$ cat config.mk
export PLATFORM = sky130hd
export DESIGN_NAME = pipelined_execute_unit
export DESIGN_NICKNAME = d
export VERILOG_FILES = /design/src/rtl/pipelined_execute_unit.sv
export SDC_FILE = /design/constraint.sdc
export NUM_CORES = 1
export LEC_CHECK = 0
export CAP_MARGIN = 25
export CORE_MARGIN = 2
export CORE_UTILIZATION = 50
export CTS_BUF_LIST = sky130_fd_sc_hd__clkbuf_8
export DETAILED_ROUTE_END_ITERATION = 16
export DONT_BUFFER_PORTS = 1
export PLACE_DENSITY = 0.65
export SETUP_SLACK_MARGIN = 0.3
export SLEW_MARGIN = 20
export SYNTH_ARGS = -nofsm -noshare
export SYNTH_HDL_FRONTEND = slang
export SYNTH_SLANG_ARGS = --single-unit
$ cat constraint.sdc
create_clock -name clk -period 3.06 [get_ports clk]
set_input_delay 0.306 -clock clk [delete_from_list [all_inputs] [get_ports clk]]
set_output_delay 0.306 -clock clk [all_outputs]
set_load 0.03 [all_outputs]
$ cat src/rtl/pipelined_execute_unit.sv
// Execute stage: ALU, load/store address generation, beq/bne/j resolution and
// an optional iterative mul/div engine with HI/LO (build macro EXEC_MULDIV_EN).
module pipelined_execute_unit #(
  parameter int WIDTH    = 32,
  parameter int PC_WIDTH = 32
) (
  input  logic                clk,
  input  logic                reset,
  input  logic                stall,
  input  logic [31:0]         inst,
  input  logic [WIDTH-1:0]    oprand1,
  input  logic [WIDTH-1:0]    oprand2,
  input  logic [WIDTH-1:0]    to_mem1,
  input  logic [PC_WIDTH-1:0] pc_count,
  input  logic                pre_target_enable,
  output logic [31:0]         inst2,
  output logic [WIDTH-1:0]    result,
  output logic [WIDTH-1:0]    to_mem2,
  output logic [PC_WIDTH-1:0] target,
  output logic                target_enable,
  output logic                true_taken,
  output logic [31:0]         mod_inst,
  output logic [PC_WIDTH-1:0] mod_pc,
  output logic                busy
);

  localparam logic [5:0] OP_RTYPE = 6'b000000;
  localparam logic [5:0] OP_J     = 6'b000010;
  localparam logic [5:0] OP_BEQ   = 6'b000100;
  localparam logic [5:0] OP_BNE   = 6'b000101;
  localparam logic [5:0] OP_ADDI  = 6'b001000;
  localparam logic [5:0] OP_LUI   = 6'b001111;
  localparam logic [5:0] OP_LW    = 6'b100011;
  localparam logic [5:0] OP_SW    = 6'b101011;
  localparam logic [5:0] FN_SLL   = 6'b000000;
  localparam logic [5:0] FN_ADD   = 6'b100000;
  localparam logic [5:0] FN_ADDU  = 6'b100001;
  localparam logic [5:0] FN_SUB   = 6'b100010;
  localparam logic [5:0] FN_SUBU  = 6'b100011;
  localparam logic [5:0] FN_AND   = 6'b100100;
  localparam logic [5:0] FN_OR    = 6'b100101;
  localparam logic [5:0] FN_XOR   = 6'b100110;
  localparam logic [5:0] FN_SLT   = 6'b101010;

  logic [5:0] op, fn;
  logic       is_rtype, accept;
  assign op       = inst[31:26];
  assign fn       = inst[5:0];
  assign is_rtype = (op == OP_RTYPE);
  assign accept   = !stall && !busy;

  logic [WIDTH-1:0] alu_res, md_res, result_d;
  logic             md_read;

  // NOTE: every always_comb output gets a default first so no latch is inferred.
  always_comb begin
    alu_res = '0;
    if (is_rtype) begin
      case (fn)
        FN_ADD, FN_ADDU: alu_res = oprand1 + oprand2;
        FN_SUB, FN_SUBU: alu_res = oprand1 - oprand2;
        FN_AND:          alu_res = oprand1 & oprand2;
        FN_OR:           alu_res = oprand1 | oprand2;
        FN_XOR:          alu_res = oprand1 ^ oprand2;
        FN_SLT:          alu_res = WIDTH'($signed(oprand1) < $signed(oprand2));
        FN_SLL:          alu_res = oprand2 << inst[10:6];
        default:         alu_res = '0;
      endcase
    end else begin
      case (op)
        OP_ADDI, OP_LW, OP_SW: alu_res = oprand1 + oprand2;
        OP_LUI:                alu_res = oprand2 << 16;
        default:               alu_res = '0;
      endcase
    end
  end

  assign result_d = md_read ? md_res : alu_res;

  // Branch resolution
  logic                is_beq, is_bne, is_j, is_branch, taken;
  logic [PC_WIDTH-1:0] seq_pc, br_target, j_target, next_target;
  assign is_beq      = (op == OP_BEQ);
  assign is_bne      = (op == OP_BNE);
  assign is_j        = (op == OP_J);
  assign is_branch   = is_beq || is_bne || is_j;
  assign taken       = (is_beq && (oprand1 == oprand2)) ||
                       (is_bne && (oprand1 != oprand2)) || is_j;
  assign seq_pc      = pc_count + PC_WIDTH'(4);
  assign br_target   = seq_pc + {{(PC_WIDTH-18){inst[15]}}, inst[15:0], 2'b00};
  assign j_target    = (pc_count & ~PC_WIDTH'(28'hFFF_FFFF)) | PC_WIDTH'({inst[25:0], 2'b00});
  assign next_target = taken ? (is_j ? j_target : br_target) : seq_pc;

`ifdef EXEC_MULDIV_EN
  localparam logic [5:0] FN_MFHI = 6'b010000;
  localparam logic [5:0] FN_MFLO = 6'b010010;
  localparam int         CNT_W   = $clog2(WIDTH + 1);
  localparam logic       IDLE    = 1'b0;
  localparam logic       RUN     = 1'b1;

  logic               state_q, div_q, neg_q, rneg_q, dz_q;
  logic [CNT_W-1:0]   cnt_q;
  logic [WIDTH-1:0]   hi_q, lo_q, a_q, w_hi_q, w_lo_q;
  logic               is_md_op, s1, s2, md_issue, last_step, div_ge;
  logic [WIDTH-1:0]   mag1, mag2, div_diff, step_hi, step_lo, fin_hi, fin_lo;
  logic [WIDTH:0]     mul_sum, div_shift;
  logic [2*WIDTH-1:0] prod;

  assign is_md_op  = is_rtype && (fn[5:2] == 4'b0110);  // mult, multu, div, divu
  assign md_read   = is_rtype && (fn == FN_MFHI || fn == FN_MFLO);
  assign md_res    = (fn == FN_MFHI) ? hi_q : lo_q;
  assign busy      = (state_q == RUN) && (is_md_op || md_read);
  assign s1        = !fn[0] && oprand1[WIDTH-1];
  assign s2        = !fn[0] && oprand2[WIDTH-1];
  assign mag1      = s1 ? -oprand1 : oprand1;
  assign mag2      = s2 ? -oprand2 : oprand2;
  assign md_issue  = accept && is_md_op;
  assign last_step = (cnt_q == CNT_W'(1));

  // One shift-add (mult) or restoring-subtract (div) step on magnitudes per edge.
  always_comb begin
    mul_sum   = {1'b0, w_hi_q} + (w_lo_q[0] ? {1'b0, a_q} : '0);
    div_shift = {w_hi_q, w_lo_q[WIDTH-1]};
    div_ge    = (div_shift >= {1'b0, a_q});
    div_diff  = div_shift[WIDTH-1:0] - a_q;
    if (div_q) begin
      step_hi = div_ge ? div_diff : div_shift[WIDTH-1:0];
      step_lo = {w_lo_q[WIDTH-2:0], div_ge};
    end else begin
      step_hi = mul_sum[WIDTH:1];
      step_lo = {mul_sum[0], w_lo_q[WIDTH-1:1]};
    end
    prod = neg_q ? -{step_hi, step_lo} : {step_hi, step_lo};
    if (dz_q) begin
      fin_hi = w_lo_q;
      fin_lo = '1;
    end else if (div_q) begin
      fin_hi = rneg_q ? -step_hi : step_hi;
      fin_lo = neg_q ? -step_lo : step_lo;
    end else begin
      {fin_hi, fin_lo} = prod;
    end
  end

  always_ff @(posedge clk) begin
    if (reset) begin
      state_q <= IDLE;
      cnt_q   <= '0;
      hi_q    <= '0;
      lo_q    <= '0;
    end else if (md_issue) begin
      state_q <= RUN;
      cnt_q   <= CNT_W'(WIDTH);
    end else if (state_q == RUN) begin
      cnt_q <= cnt_q - CNT_W'(1);
      if (last_step) begin
        state_q <= IDLE;
        hi_q    <= fin_hi;
        lo_q    <= fin_lo;
      end
    end
  end

  // NOTE: work registers are always loaded at issue before use, so they carry no reset.
  always_ff @(posedge clk) begin
    if (md_issue) begin
      div_q  <= fn[1];
      neg_q  <= s1 ^ s2;
      rneg_q <= s1;
      dz_q   <= fn[1] && (oprand2 == '0);
      w_hi_q <= '0;
      if (fn[1]) begin
        a_q    <= mag2;
        w_lo_q <= (oprand2 == '0) ? oprand1 : mag1;
      end else begin
        a_q    <= mag1;
        w_lo_q <= mag2;
      end
    end else if (state_q == RUN && !dz_q) begin
      w_hi_q <= step_hi;
      w_lo_q <= step_lo;
    end
  end
`else
  assign busy    = 1'b0;
  assign md_read = 1'b0;
  assign md_res  = '0;
`endif

  logic [31:0]         inst2_q, mod_inst_q;
  logic [WIDTH-1:0]    result_q, to_mem2_q;
  logic [PC_WIDTH-1:0] target_q, mod_pc_q;
  logic                target_enable_q, true_taken_q;

  always_ff @(posedge clk) begin
    if (reset) begin
      inst2_q         <= '0;
      result_q        <= '0;
      to_mem2_q       <= '0;
      target_q        <= '0;
      target_enable_q <= 1'b0;
      true_taken_q    <= 1'b0;
      mod_inst_q      <= '0;
      mod_pc_q        <= '0;
    end else begin
      // Redirect is a pulse: it clears on any cycle without a mispredicted acceptance.
      target_enable_q <= accept && is_branch && (taken != pre_target_enable);
      if (!stall) begin
        if (busy) begin
          inst2_q   <= '0;
          result_q  <= '0;
          to_mem2_q <= '0;
        end else begin
          inst2_q   <= inst;
          result_q  <= result_d;
          to_mem2_q <= to_mem1;
          if (is_branch) begin
            true_taken_q <= taken;
            target_q     <= next_target;
            mod_inst_q   <= inst;
            mod_pc_q     <= pc_count;
          end
        end
      end
    end
  end

  assign inst2         = inst2_q;
  assign result        = result_q;
  assign to_mem2       = to_mem2_q;
  assign target        = target_q;
  assign target_enable = target_enable_q;
  assign true_taken    = true_taken_q;
  assign mod_inst      = mod_inst_q;
  assign mod_pc        = mod_pc_q;

endmodule

==> run_results.csv, run 1 <==
group,metric,value,unit
finish,layout_common_cells,"buf_4, nand2_1, a21oi_1",
sta,timing.slew.headroom,0.4567,
sta,setup_viol,0,
floorplanning,dieArea,35190,um2
global_routing,gr-usage-all-layers,0.4088,
synthesis,ys_seq_elements,194,
sta,worst_pin_slew,0.8065,ns
synthesis,synth_ff_type,"dfxtp_1",
floorplanning,die_y,187.6,um
route,wire_per_inst,25.39,um
floorplanning,die_width,187.6,um
clock_network,cts_tree,"done",
finish,nets,2790,
route,drc,0,
synthesis,ys_warn_count,0,
placed_design,hpwl,52.34,mm
clock_network,cts_sinks,194,
sta,layout_setup_ws,0.3008,ns
sta,fmax,362.4,MHz
route,drt_iter0_drc,2211,
finish,register_area,3884,um2
floorplanning,core.rowCount,67,
route,vias_per_cell,6.374,
clock_network,numCtsBuffers,17,
placed_design,dp.cells,2763,
sta,finalClockSkew,0,ns
placed_design,post-place-ws,-0.4992,ns
global_routing,gr-total-overflow,0,
clock_network,clk_latency,0.52,ns
synthesis,synth-async-reset-ratio,0,
sta,period_share,0.9017,
finish,area_delta_synth_final,25.26,%
worst_setup_path,cp-start-kind,"primary input",
synthesis,synth.distinct_cells,88,
finish,postLayoutCoreUtil,0.6328,
synthesis,synth_area,16850,um2
route,wirelength,74.52,mm
worst_setup_path,arrival,3.22,ns
synthesis,avgSynthCellArea,7.578,um2
synthesis,yosysSeqAreaShare,0.2304,
finish,drive_gt1_frac,0.1738,
floorplanning,coreArea,33360,um2
synthesis,synth_area_leader_cell,"dfxtp_1",
worst_hold_path,hold_class,"in2reg",
synthesis,syn_nets,2541,
clock_network,cts_buffer_depth,2,
synthesis,yosysTopAreaCellShare,0.2304,
finish,multiInputGateArea,12500,um2
global_routing,antenna_found_initial,2,
finish,fillCellCount,3006,
placed_design,dpl_cell_area,18890,um2
power_and_ir_drop,power_density,340.2,nW/um2
finish,final_area,21110,um2
finish,instances_no_fill,2935,
synthesis,synth_area_leaders,"dfxtp_1, ha_1, a21oi_1",
worst_setup_path,reg2reg_depth,5,
route,first_pass_iters,8,
run_status,outcome,"finished clean",
worst_hold_path,hold_depth,2,
power_and_ir_drop,finalPower,7.183,mW
sta,hold_violations,0,
clock_network,cts.htree.levels,4,
worst_setup_path,critPathKind,"in2reg",
clock_network,clkTransAtPathRegs,0.12,ns
global_routing,grt_max_degree,139,
placed_design,gp_congestion,1.035,
route,postRouteAntennaNets,0,
global_routing,grt_pass1_wl,110.7,mm
job,cap_violations,0,
finish,final_common_cell,"buf_4",
synthesis,netlist_instances,2224,
sta,finalMaxSlewViolations,0,
floorplanning,start_util,0.5051,
sta,rsz0062_at_grt,"yes",
clock_network,cts_root_buffer,"clkbuf_8",
sta,whs,0.04093,ns
worst_setup_path,crit_fanout,6,
synthesis,synth_edf_count,0,
placed_design,port_buffers,0,
sta,period_needed,2.759,ns
power_and_ir_drop,leakage,8.886,nW
worst_setup_path,critical_path_required,3.52,ns
worst_setup_path,crit_path_end_kind,"flip-flop",
global_routing,grt_pass1_vias,18080,
power_and_ir_drop,ir_worst_vdd,0.3572,mV
sta,setup_tns,0,ns
route,num_vias,18709,
floorplanning,io_pins,359,
[power breakdown]
part	total, mW	internal (mW)	switching [mW]
Combinational	2.50	1.14	1.37
Sequential	2.86	2.61	0.247
Clock	1.82	0.680	1.15
[synth_stat cells (all sizes together), types with 6 or more instances]
master   instances
a2111oi          7
a211oi          29
a21o            38
a21oi          252
a221o           27
a221oi          40
a222oi          15
a22oi           14
a31oi           14
and2             6
and3            11
buf             52
clkbuf         100
dfxtp          194
ha             150
inv            129
mux2            12
mux2i          107
mux4            15
nand2          247
nand2b           6
nand3           41
nand3b           8
nand4           20
nor2           217
nor2b           29
nor3            77
nor4            13
o211ai          25
o21a            11
o21ai          102
o21bai          19
o22ai           11
o31ai            8
or3             11
xnor2           71
xor2            27
[flip-flops by register name (all words and copies together), names as in the netlist]
name,count
mod_pc,32
to_mem2,32
true_taken,1
result,32
mod_inst,32
inst2,32
target_enable,1
target,32
[layer usage]
metal | global-route usage | wire length [um]
met5 | 0 | 16
met4 | 0.1605 | 3102
met3 | 0.1132 | 8250
met2 | 0.6494 | 33240
met1 | 0.5257 | 29910
[final cells by class]
type	count	share of cell area
multi-input combinational	1746	0.5920
sequential	194	0.1840
timing repair buffer	382	0.1550
tap	448	0.02655
inverter	132	0.02347
clock buffer	17	0.01108
clock inverter	15	0.007823
antenna	1	0.0001185
[critical path: stages]
cell	delay [ns]
ha_2	0.19
nand3_4	0.11
nor2_4	0.11
nand4_1	0.22
xnor2_4	0.34
ha_4	0.26
a21o_1	0.18
a21oi_2	0.18
o21ai_2	0.08
a221oi_2	0.31
o211ai_1	0.13
buf_4	0.20
a21oi_2	0.17
xnor2_1	0.13
nand2_1	0.07
a211oi_1	0.22
[final timing paths]
check | startpoint | endpoint | slack, ns
max reg2reg | result[0] | result[0] | 1.23
min | inst[23] | target[25] | 0.04
min reg2reg | mod_inst[7] | mod_inst[7] | 0.61
max | pc_count[2] | target[31] | 0.30
[logic make-up (layout without fill, tap and decap cells)]
| logic type | count (synthesis) | in the layout | synth area share |
|---|---|---|---|
| DFF | 194 | 194 | 0.2304 |
| adders and majority gates | 153 | 153 | 0.1149 |
| buffers and inverters | 284 | 546 | 0.06711 |
| and+or+nand+nor | 703 | 703 | 0.1869 |
| xor gates and xnor gates | 98 | 98 | 0.05093 |
| AOI/OAI and AO/OA | 657 | 657 | 0.2578 |
| muxes | 134 | 134 | 0.09161 |
| other | 1 | 2 | 0.0002225 |
[timing repair]
| action | 4_1_cts | 5_1_grt |
|---|---|---|
| buffers inserted | 1 | 8 |
| hold buffers | 130 | 0 |
| resized for setup | 5 | 57 |
| pin swaps | 2 | 36 |
| endpoints found under the hold margin | 189 | 0 |
| endpoints found under the setup margin | 14 | 23 |
| gates cloned | 0 | 0 |
(Power assumes the default switching activity.)
==> run 2, diff against run 1 <==
CORE_UTILIZATION = 45   (was 50)
PLACE_DENSITY = 0.59   (was 0.65)
==> run_results.csv, run 2 (synthesized netlist as in run 1, its figures left out) <==
group,metric,value,unit
sta,timing.slew.headroom,0.3674,
global_routing,antenna_found_initial,6,
placed_design,port_buffers,0,
worst_setup_path,reg2reg_depth,3,
worst_setup_path,reg2reg_from,"result[14]",
floorplanning,start_util,0.4582,
power_and_ir_drop,leakage,8.941,nW
clock_network,cts.htree.levels,4,
global_routing,gr-total-overflow,0,
worst_setup_path,critPathKind,"in2reg",
clock_network,clk_latency,0.51,ns
route,drc,0,
route,vias_per_cell,6.266,
worst_hold_path,hold_depth,3,
worst_setup_path,cp_slowest_cell,"a221oi_1",
route,wire_per_inst,25.45,um
worst_hold_path,hold_class,"in2reg",
worst_setup_path,critical_path_required,3.42,ns
finish,layout_common_cells,"buf_4, nand2_1, a21oi_1",
floorplanning,io_pins,359,
worst_setup_path,crit_top_cell,"buf_4",
run_status,outcome,"finished clean",
sta,finalClockSkew,0,ns
sta,worst_pin_slew,0.9458,ns
route,first_pass_iters,9,
sta,hold_violations,0,
worst_hold_path,holdCritStartpoint,"reset",
worst_setup_path,cp-start-kind,"primary input",
sta,whs,0.04675,ns
placed_design,post-place-ws,-0.3289,ns
finish,postLayoutCoreUtil,0.5751,
sta,rsz0062_at_grt,"yes",
finish,drive_gt1_frac,0.1776,
route,drt_iter0_drc,1889,
global_routing,grt_pass1_wl,110.0,mm
sta,setup_viol,0,
finish,final_common_cell,"buf_4",
floorplanning,die_y,197.5,um
worst_hold_path,holdPathEnd,"result[22]",
sta,period_needed,2.701,ns
clock_network,cts_root_buffer,"clkbuf_8",
worst_setup_path,cp_cell_sequence,"inv_1, ha_1, buf_4, nor4_1, buf_4, nand4_1, nor3_2, buf_4, xnor2_1, nor2_2, buf_4, o21ai_0, a221oi_1, a211oi_2",
floorplanning,coreArea,36790,um2
placed_design,gp_congestion,1.006,
sta,period_share,0.8826,
clock_network,clkTransAtPathRegs,0.12,ns
clock_network,numCtsBuffers,17,
sta,setup_tns,0,ns
sta,fmax,370.3,MHz
worst_setup_path,worst-r2r-setup-slack,1.42,ns
floorplanning,core.rowCount,70,
job,cap_violations,0,
finish,fillCellCount,3444,
clock_network,cts_tree,"done",
global_routing,grt_max_degree,136,
finish,area_delta_synth_final,25.53,%
power_and_ir_drop,power_density,343.7,nW/um2
clock_network,cts_sinks,194,
placed_design,hpwl,53.82,mm
power_and_ir_drop,ir_worst_vdd,0.3375,mV
route,num_vias,18536,
floorplanning,die_width,197.5,um
sta,layout_setup_ws,0.3592,ns
worst_setup_path,crit_path_end_kind,"flip-flop",
worst_setup_path,crit_fanout,13,
clock_network,cts_buffer_depth,2,
global_routing,gr-usage-all-layers,0.3729,
worst_setup_path,timing.rr.end,"result[14]",
route,postRouteAntennaNets,0,
finish,nets,2793,
worst_setup_path,slowest_delay,0.46,ns
sta,finalMaxSlewViolations,0,
global_routing,grt_pass1_vias,17969,
floorplanning,dieArea,39020,um2
route,wirelength,75.27,mm
worst_setup_path,arrival,3.06,ns
## run 2: cell types whose count changed in the layout (fill, tap and decap cells not counted), sizes merged
cell / before / now
dlygate4sd3: 128 / 125
clkinvlp: 1 / 0
clkinv: 9 / 7
buf: 254 / 260
inv: 136 / 140
bufinv: 1 / 0
## run 2: what timing repair did
action                                 in CTS  in global routing
setup endpoints to repair                   3                 24
endpoints found under the hold margin     188                  0
pin swaps                                   1                 33
hold buffers                              127                  0
buffers inserted                            1                 11
resized for setup                           2                 58
gates cloned                                0                  0
## run 2: through the flow
| stage | instance area [um2] | power [mW] | instances |
|---|---|---|---|
| floorplan | 17090 | 4.401 | 2224 |
| global placement | 18970 | 5.066 | 2786 |
| detailed placement | 18970 | 5.075 | 2786 |
| CTS | 20750 | 7.168 | 2946 |
| global route | 21150 | 7.594 | 2957 |
| finish | 21160 | 7.272 | 2958 |
## run 2: worst max-delay path by stage
stage,from,to,cells past startpoint
after detailed placement,pc_count[8],target[28],16
after CTS,pc_count[2],target[26],14
after floorplan,pc_count[12],target[29],17
final,oprand2[8],target[31],14
after global placement,pc_count[2],target[28],14
after global routing,pc_count[8],target[28],17
## run 2: power by group
| group | internal [mW] | total (mW) | switching (mW) |
|---|---|---|---|
| Clock | 0.687 | 1.93 | 1.25 |
| Sequential | 2.61 | 2.86 | 0.248 |
| Combinational | 1.13 | 2.48 | 1.34 |
| Total | 4.43 | 7.27 | 2.84 |
## run 2: layer usage
metal | GRT usage | wire length [um] | vias up
li1 | - | - | 8465
met5 | 0 | 57 | -
met4 | 0.1431 | 3036 | 8
met1 | 0.4922 | 30750 | 8798
met3 | 0.1181 | 9171 | 184
met2 | 0.5656 | 32250 | 1081
## run 2: final cells by class
type	instances	area [um2]	share of cell area
clock buffer	17	234.0	0.01106
inverter	132	495.5	0.02342
sequential	194	3884	0.1836
tap	468	585.6	0.02768
clock inverter	15	226.5	0.01070
antenna	1	2.502	0.0001183
timing repair buffer	385	3314	0.1567
multi-input combinational	1746	12410	0.5868
## run 2: worst max-delay path: cells and delay by family
kind                     cells  cell delay (ns)
AO/OA/AOI/OAI                3             0.72
XOR/XNOR                     1             0.08
adder cells (fa/ha/maj)      1             0.36
buffers and inverters        5             0.81
AND/OR/NAND/NOR              4             0.77
